`src/rtl/rst_seq_wdog.sv`:
```
// Reset sequencer: synchronises the board reset, releases per-domain resets in
// index order, and re-sequences every domain on a soft request or watchdog expiry.
module rst_seq_wdog #(
  parameter int SYNC_STAGES   = 2,
  parameter int NUM_DOMAINS   = 3,
  parameter int STAGE_DLY     = 16,
  parameter int SW_RST_CYCLES = 8,
  parameter int WDOG_CYCLES   = 1000
) (
  input  logic                   clk_i,
  input  logic                   rst_n_i,
  input  logic                   soft_rst_i,
  input  logic                   wdog_en_i,
  input  logic                   wdog_kick_i,
  output logic [NUM_DOMAINS-1:0] rst_n_o,
  output logic                   ready_o,
  output logic                   wdog_timeout_o,
  output logic [1:0]             rst_cause_o
);

  typedef enum logic [1:0] {S_HOLD, S_SEQ, S_RUN, S_SOFT} state_t;

  localparam int SEQ_LEN = NUM_DOMAINS * STAGE_DLY;
  localparam int CNT_MAX = (SEQ_LEN > SW_RST_CYCLES) ? SEQ_LEN : SW_RST_CYCLES;
  localparam int CNT_W   = $clog2(CNT_MAX + 1);
  localparam int WDOG_W  = $clog2(WDOG_CYCLES);

  localparam logic [CNT_W-1:0]  SEQ_LAST  = CNT_W'(SEQ_LEN);
  localparam logic [CNT_W-1:0]  SOFT_LAST = CNT_W'(SW_RST_CYCLES);
  localparam logic [WDOG_W-1:0] WDOG_LAST = WDOG_W'(WDOG_CYCLES - 1);

  localparam logic [1:0] CAUSE_POR  = 2'b00;
  localparam logic [1:0] CAUSE_SOFT = 2'b01;
  localparam logic [1:0] CAUSE_WDOG = 2'b10;

  // The HOLD->SEQ transition of the state register is the last synchroniser
  // flop, so the chain itself holds SYNC_STAGES-1 flops.
  logic [SYNC_STAGES-2:0] r_sync;
  state_t                 r_state;
  logic [CNT_W-1:0]       r_cnt;
  logic [WDOG_W-1:0]      r_wdog;
  logic [NUM_DOMAINS-1:0] r_rst_n;
  logic                   r_ready;
  logic                   r_timeout;
  logic [1:0]             r_cause;

  state_t                 w_state_nxt;
  logic [CNT_W-1:0]       w_cnt_inc;
  logic [CNT_W-1:0]       w_cnt_nxt;
  logic [WDOG_W-1:0]      w_wdog_nxt;
  logic [NUM_DOMAINS-1:0] w_rst_n_nxt;
  logic                   w_ready_nxt;
  logic                   w_timeout_nxt;
  logic [1:0]             w_cause_nxt;
  logic                   w_sync_ok;
  logic                   w_soft_evt;
  logic                   w_wdog_evt;

  assign w_sync_ok  = r_sync[SYNC_STAGES-2];
  assign w_cnt_inc  = r_cnt + CNT_W'(1);
  assign w_soft_evt = soft_rst_i && ((r_state == S_SEQ) || (r_state == S_RUN));
  // A kick or a soft request on the expiry cycle suppresses the timeout.
  assign w_wdog_evt = (r_state == S_RUN) && wdog_en_i && !wdog_kick_i &&
                      !soft_rst_i && (r_wdog == WDOG_LAST);

  // NOTE: sequential state uses non-blocking assignments so every flop samples
  // the pre-edge values regardless of statement order.
  always_ff @(posedge clk_i or negedge rst_n_i) begin
    if (!rst_n_i) begin
      r_sync    <= '0;
      r_state   <= S_HOLD;
      r_cnt     <= '0;
      r_wdog    <= '0;
      r_rst_n   <= '0;
      r_ready   <= 1'b0;
      r_timeout <= 1'b0;
      r_cause   <= CAUSE_POR;
    end else begin
      r_sync[0] <= 1'b1;
      for (int i = 1; i < SYNC_STAGES - 1; i++) r_sync[i] <= r_sync[i-1];
      r_state   <= w_state_nxt;
      r_cnt     <= w_cnt_nxt;
      r_wdog    <= w_wdog_nxt;
      r_rst_n   <= w_rst_n_nxt;
      r_ready   <= w_ready_nxt;
      r_timeout <= w_timeout_nxt;
      r_cause   <= w_cause_nxt;
    end
  end

  // NOTE: every combinational output gets a default first so no path through
  // the case statement leaves it unassigned and infers a latch.
  always_comb begin
    w_state_nxt = r_state;
    case (r_state)
      S_HOLD: if (w_sync_ok) w_state_nxt = S_SEQ;
      S_SEQ: begin
        if (w_soft_evt)                  w_state_nxt = S_SOFT;
        else if (w_cnt_inc == SEQ_LAST) w_state_nxt = S_RUN;
      end
      S_RUN:  if (w_soft_evt || w_wdog_evt) w_state_nxt = S_SOFT;
      S_SOFT: if (w_cnt_inc == SOFT_LAST)   w_state_nxt = S_SEQ;
      default: w_state_nxt = S_HOLD;
    endcase
  end

  always_comb begin
    w_cnt_nxt     = '0;
    w_wdog_nxt    = '0;
    w_rst_n_nxt   = r_rst_n;
    w_ready_nxt   = 1'b0;
    w_timeout_nxt = 1'b0;
    w_cause_nxt   = r_cause;
    case (r_state)
      S_HOLD: w_rst_n_nxt = '0;
      S_SEQ: begin
        if (w_soft_evt) begin
          w_rst_n_nxt = '0;
          w_cause_nxt = CAUSE_SOFT;
        end else begin
          if (w_cnt_inc != SEQ_LAST) w_cnt_nxt = w_cnt_inc;
          for (int k = 0; k < NUM_DOMAINS; k++)
            if (w_cnt_inc == CNT_W'((k + 1) * STAGE_DLY)) w_rst_n_nxt[k] = 1'b1;
          w_ready_nxt = (w_cnt_inc == SEQ_LAST);
        end
      end
      S_RUN: begin
        if (w_soft_evt) begin
          w_rst_n_nxt = '0;
          w_cause_nxt = CAUSE_SOFT;
        end else if (w_wdog_evt) begin
          w_rst_n_nxt   = '0;
          w_timeout_nxt = 1'b1;
          w_cause_nxt   = CAUSE_WDOG;
        end else begin
          w_ready_nxt = 1'b1;
          if (wdog_en_i && !wdog_kick_i) w_wdog_nxt = r_wdog + WDOG_W'(1);
        end
      end
      S_SOFT: begin
        w_rst_n_nxt = '0;
        if (w_cnt_inc != SOFT_LAST) w_cnt_nxt = w_cnt_inc;
      end
      default: w_rst_n_nxt = '0;
    endcase
  end

  assign rst_n_o        = r_rst_n;
  assign ready_o        = r_ready;
  assign wdog_timeout_o = r_timeout;
  assign rst_cause_o    = r_cause;

endmodule

```
`config.mk`:
```
export PLATFORM = sky130hd
export DESIGN_NAME = rst_seq_wdog
export DESIGN_NICKNAME = d
export VERILOG_FILES = /design/src/rtl/rst_seq_wdog.sv
export SDC_FILE = /design/constraint.sdc
export NUM_CORES = 1
export LEC_CHECK = 0
export BUFFER_PORTS_ARGS = -buffer_cell sky130_fd_sc_hd__clkbuf_2
export CAP_MARGIN = 0
export CORE_MARGIN = 3
export CORE_UTILIZATION = 57
export DETAILED_ROUTE_END_ITERATION = 6
export HOLD_SLACK_MARGIN = 0.05
export PLACE_DENSITY = 0.83
export SLEW_MARGIN = 25
export SYNTH_ARGS = -nofsm -noshare
export SYNTH_HDL_FRONTEND = slang
export SYNTH_SLANG_ARGS = --single-unit
export TNS_END_PERCENT = 1
```
`constraint.sdc`:
```
create_clock -name clk_i -period 2.4 [get_ports clk_i]
set_input_delay 0.24 -clock clk_i [delete_from_list [all_inputs] [get_ports clk_i]]
set_output_delay 0.24 -clock clk_i [all_outputs]
set_load 0.05 [all_outputs]
```
Word level (Yosys, flattened, before mapping)
Index checks and enable logic that the tools add are counted.

cells by class
  add/subtract/negate cells = 2
  multipliers = 0
  div/mod/pow operators = 0
  order comparisons = 0
  eq/ne operators = 18
  shift-type cells = 0
  mux-type cells = 32
  bitwise logic cells = 0
  reductions and logical operators = 18

operator list
  kind                     number
  $mux W10                 4
  $mux W6                  3
  $mux W2                  8
  $eq A6 B6 Y1 const B     2
  $pmux W6 S2              1
  $add A10 B1 Y10 const B  1
  $eq A10 B10 Y1 const B   1
  $mux W1                  9
  $mux W3                  3
  $ne A3 B2 Y1 const B     3
  $pmux W3 S3              1
  $pmux W2 S4              1
  $add A6 B1 Y6 const B    1
  $eq A6 B4 Y1 const B     1
  $eq A6 B5 Y1 const B     1
  $logic_and A1 B1 Y1      6
  $ne A2 B2 Y1 const B     3
  $ne A6 B4 Y1 const B     1
  $ne A6 B6 Y1 const B     1
  $reduce_and A2 Y1        3
  $eq A2 B2 Y1 const B     2
  $pmux W2 S2              1
  $reduce_and A4 Y1        1
  $ne A3 B3 Y1 const B     1
  9 further kinds          11

storage, ports and cells
  bits in registers = 26
  bits in latches = 0
  memory bits (writable) = 0
  ROM bits = 0
  bits of input ports = 5
  output and inout port bits = 7
  logic and storage cells = 80
  memories = 0

Longest topological paths before layout
  depth in word-level cells = 8
  depth in mapped cells = 7
  mapped depth without buffers = 7

Worst setup path after synthesis
No wires, ideal clock.

  path kind = flip-flop to flip-flop
  start point = reg r_wdog[0]
  end point = reg r_cause[0], in the netlist rst_cause_o[0]
  setup time = 120 ps
  data arrival time = 1684 ps
  required time = 2280 ps
  setup slack = 596 ps
  cell stages (with the launch flop) = 7
  path buffers = 0
  period minus slack after synthesis = 1804 ps
  path through = dfrtp_1 -> ha_1 -> nand4b_1 -> or4b_4 -> nand3_2 -> a31oi_1 -> o22a_2

between the ends
  longest elaborated chain between the ends = 4

RTL lines
  element                      line  text
  start, declared              41    logic [WDOG_W-1:0] r_wdog;
  start signal, assigned       83    r_wdog <= w_wdog_nxt;
  $eq A10 B10 Y1               64    !soft_rst_i && (r_wdog == WDOG_LAST);
  $logic_and A1 B1 Y1          64
  $ne A3 B3 Y1 (no line)       -
  $reduce_and A3 Y1 (no line)  -
  end signal, assigned         87    r_cause <= w_cause_nxt;
  end, declared                45    logic [1:0] r_cause;

No other way between the ends.
A chain may end at the register's enable or synchronous reset.

Final worst setup path
  start point = reg r_wdog[0]
  end point = reg r_rst_n[2], in the netlist rst_n_o[2]

between the ends
  longest elaborated chain between the ends = 4

RTL lines
  element                      line  text
  $eq A10 B10 Y1               64
  $logic_and A1 B1 Y1          64
  $ne A3 B3 Y1 (no line)       -
  $reduce_and A2 Y1 (no line)  -
  end signal, assigned         84    r_rst_n <= w_rst_n_nxt;
  end, declared                42    logic [NUM_DOMAINS-1:0] r_rst_n;

No other way between the ends.

==> reports/results.ini <==
[cts]
cts-root-buf = clkbuf_4
clock_sink_count = 26
post-cts-setup-buffer-count = 0
cts_tree = built
cts.reportedPaths.clkPinSlew_ns = 0.14
cts_max_path_buffers = 2
insertion_delay_ns = 0.32
cts_made_buffers = 3
cts_resized = 0
postCtsHoldBufs = 1
htree_levels = 1

[synth]
synth-compound-area-share_pct = 10.8
async_flop_share_pct = 100
synth_mux_area_share_pct = 2.25
synth_top_flop_cell = dfrtp_1
synth_top_family_by_area = simple AND/OR/NAND/NOR gates
synth_edf_count = 0
syn_avg_cell_area_um2 = 9.94
synthesis.area_um2 = 1330
yosysWarnings = 0
yosysSeqAreaShare_pct = 48.8
syn_inst = 134
synth-simple-area-share_pct = 22.5
syn_nets = 145
synth_fa_ha_area_share_pct = 5.63
yosys.area_share.xor_xnor_pct = 6.57
ys_seq_elements = 26
ys_types = 33

[timing]
whs_ns = 0.147
rsz0062_at_grt = false
fin_crit_ns = 1.96
hold_violations = 0
fmax_mhz = 509
tightest_slew_ns = 0.641
slew_violations = 0
setup_viol = 0
skew_ns = 0.0112
fin_crit_sh_pct = 81.8
max_slew_margin_pct = 57.2
timing.setup.tns_ns = 0

[setup_path]
critPathArrivalTime_ns = 2.22
end_kind = flip-flop
r2r_start = r_wdog[0]
r2r_slack_ns = 0.44
cp_max_fo = 5
reg2regPathDepth = 6
r2r_end = rst_n_o[2]
required_ns = 2.66
path_class = reg2reg
start_kind = flip-flop

[layout]
layout_common_cells = dfrtp_1 (26), nor2_1 (19), clkbuf_2 (11), inv_1 (10)
synthToLayoutAreaGrowth_pct = 9.86
final_common_cell = dfrtp_1
drive_gt1_share_pct = 14.1
diodes = 0
nets = 161

[detailed_routing]
wl_per_cell_um = 13.8
drt_iter0_drc = 25
drc = 0
vias = 963
ant_nets = 0
firstDrtPassIters = 4
viasPerCell = 5.47
routed_wl_um = 2440

[pwr]
p_seq_share_pct = 41.5
intPower_w = 0.000813
power_switching_w = 0.000573
swShare_pct = 41.3
design_power_total_w = 0.00139
ir_drop_mv = 0.729
p_per_area_nw_per_um2 = 946
comb_power_share_pct = 42.5
p_clk_share_pct = 16.0
p_leak_nw = 0.665

[global_routing]
grt_max_degree = 27
antenna_found_initial = 0
grt.total_usage_pct = 19.5
globalRouteOverflowTotal = 0
grt_pass1_vias = 935
grt_first_pass_wirelength_um = 4150

[placement]
port_buffers = 11
place_congestion = 0.855
dpl.hpwl_um = 1860

[floorplan]
die_area_um2 = 2950
rows = 16
core_area_um2 = 2080
die_h_um = 54.4
start_util_pct = 64.0
ios = 12
die_w_um = 54.4

[min_path]
min_from = soft_rst_i
min_to = rst_cause_o[1]
hold_class = in2reg
hold_path_depth = 2

[outcome]
outcome = completed

[run]
maxCapViolCount = 0

synth_stat cells, drive strengths merged (3+ instances only):
master	number	share of area (%)
nand2	6	1.7
or3	3	1.5
xnor2	3	2.0
mux2i	3	2.3
o21ai	3	1.1
nand2b	3	1.4
and3	3	1.4
inv	10	2.8
nor2b	3	1.4
ha	6	5.6
dfrtp	26	49
a31oi	3	1.4
nand3	9	3.8
a21oi	8	3.0
nor2	19	5.4
xor2	7	4.6
flip-flops by register name, indices dropped and copies added, names as in the netlist:
register,cells
r_state,2
r_wdog,10
ready_o,1
r_cnt,6
r_sync,1
wdog_timeout_o,1
rst_cause_o,2
rst_n_o,3
worst max-delay path by stage:
stage	startpoint	to	slack, ns	cells past startpoint
floorplan	r_wdog[0]	rst_cause_o[0]	0.60	6
global placement	r_wdog[0]	rst_cause_o[0]	0.54	6
detailed placement	r_wdog[0]	rst_cause_o[0]	0.48	6
CTS	r_wdog[0]	rst_n_o[2]	0.44	6
global route	r_state[0]	r_state[1]	0.32	7
finish	r_wdog[0]	rst_n_o[2]	0.44	6
metal layers:
metal | up-vias | global-route usage (%) | share of wire [%]
met5 | - | 0 | 0
met4 | 0 | 3.32 | 0.49
met3 | 2 | 4.90 | 3.6
met2 | 15 | 30.5 | 46
met1 | 456 | 27.7 | 50
li1 | 490 | - | -
layout make-up:
cell class / instances / area (um^2)
Multi-Input combinational cell: 97 / 641
Sequential cell: 26 / 651
Fill cell: 164 / 618
Clock buffer: 4 / 36.3
Tap cell: 27 / 33.8
Timing Repair Buffer: 12 / 65.1
Inverter: 10 / 37.5
power groups by stage:
stage	Combinational, W	Clock (W)	Sequential (W)
floorplan	0.000379	0	0.000647
global placement	0.000559	0	0.000576
detailed placement	0.000588	0	0.000581
CTS	0.000590	0.000226	0.000574
global route	0.000649	0.000242	0.000586
finish	0.000589	0.000221	0.000576
critical path, stage by stage (launching register included):
cell and delay, ns:
dfrtp_1 0.42, ha_1 0.26, nand4b_1 0.14, or4b_4 0.55, a311oi_2 0.33, a21oi_1 0.11
nor2_1 0.10
metrics by stage:
stage               cell area [um^2]  utilization, %  instances  setup slack (ns)
floorplan                       1330               -        134             0.596
global placement                1420            68.1        171             0.536
detailed placement              1420            68.1        171             0.476
CTS                             1460            70.3        176             0.443
global route                    1460            70.3        176             0.321
finish                          1460            70.3        176             0.436
kinds of logic after synthesis:
family | after synthesis
and+or+nand+nor | 55
DFF | 26
AOI/OAI and AO/OA | 22
buffers and inverters | 11
xor gates and xnor gates | 10
adders and majority gates | 6
muxes | 3
other | 1
Power figures use the tool's default switching activity.
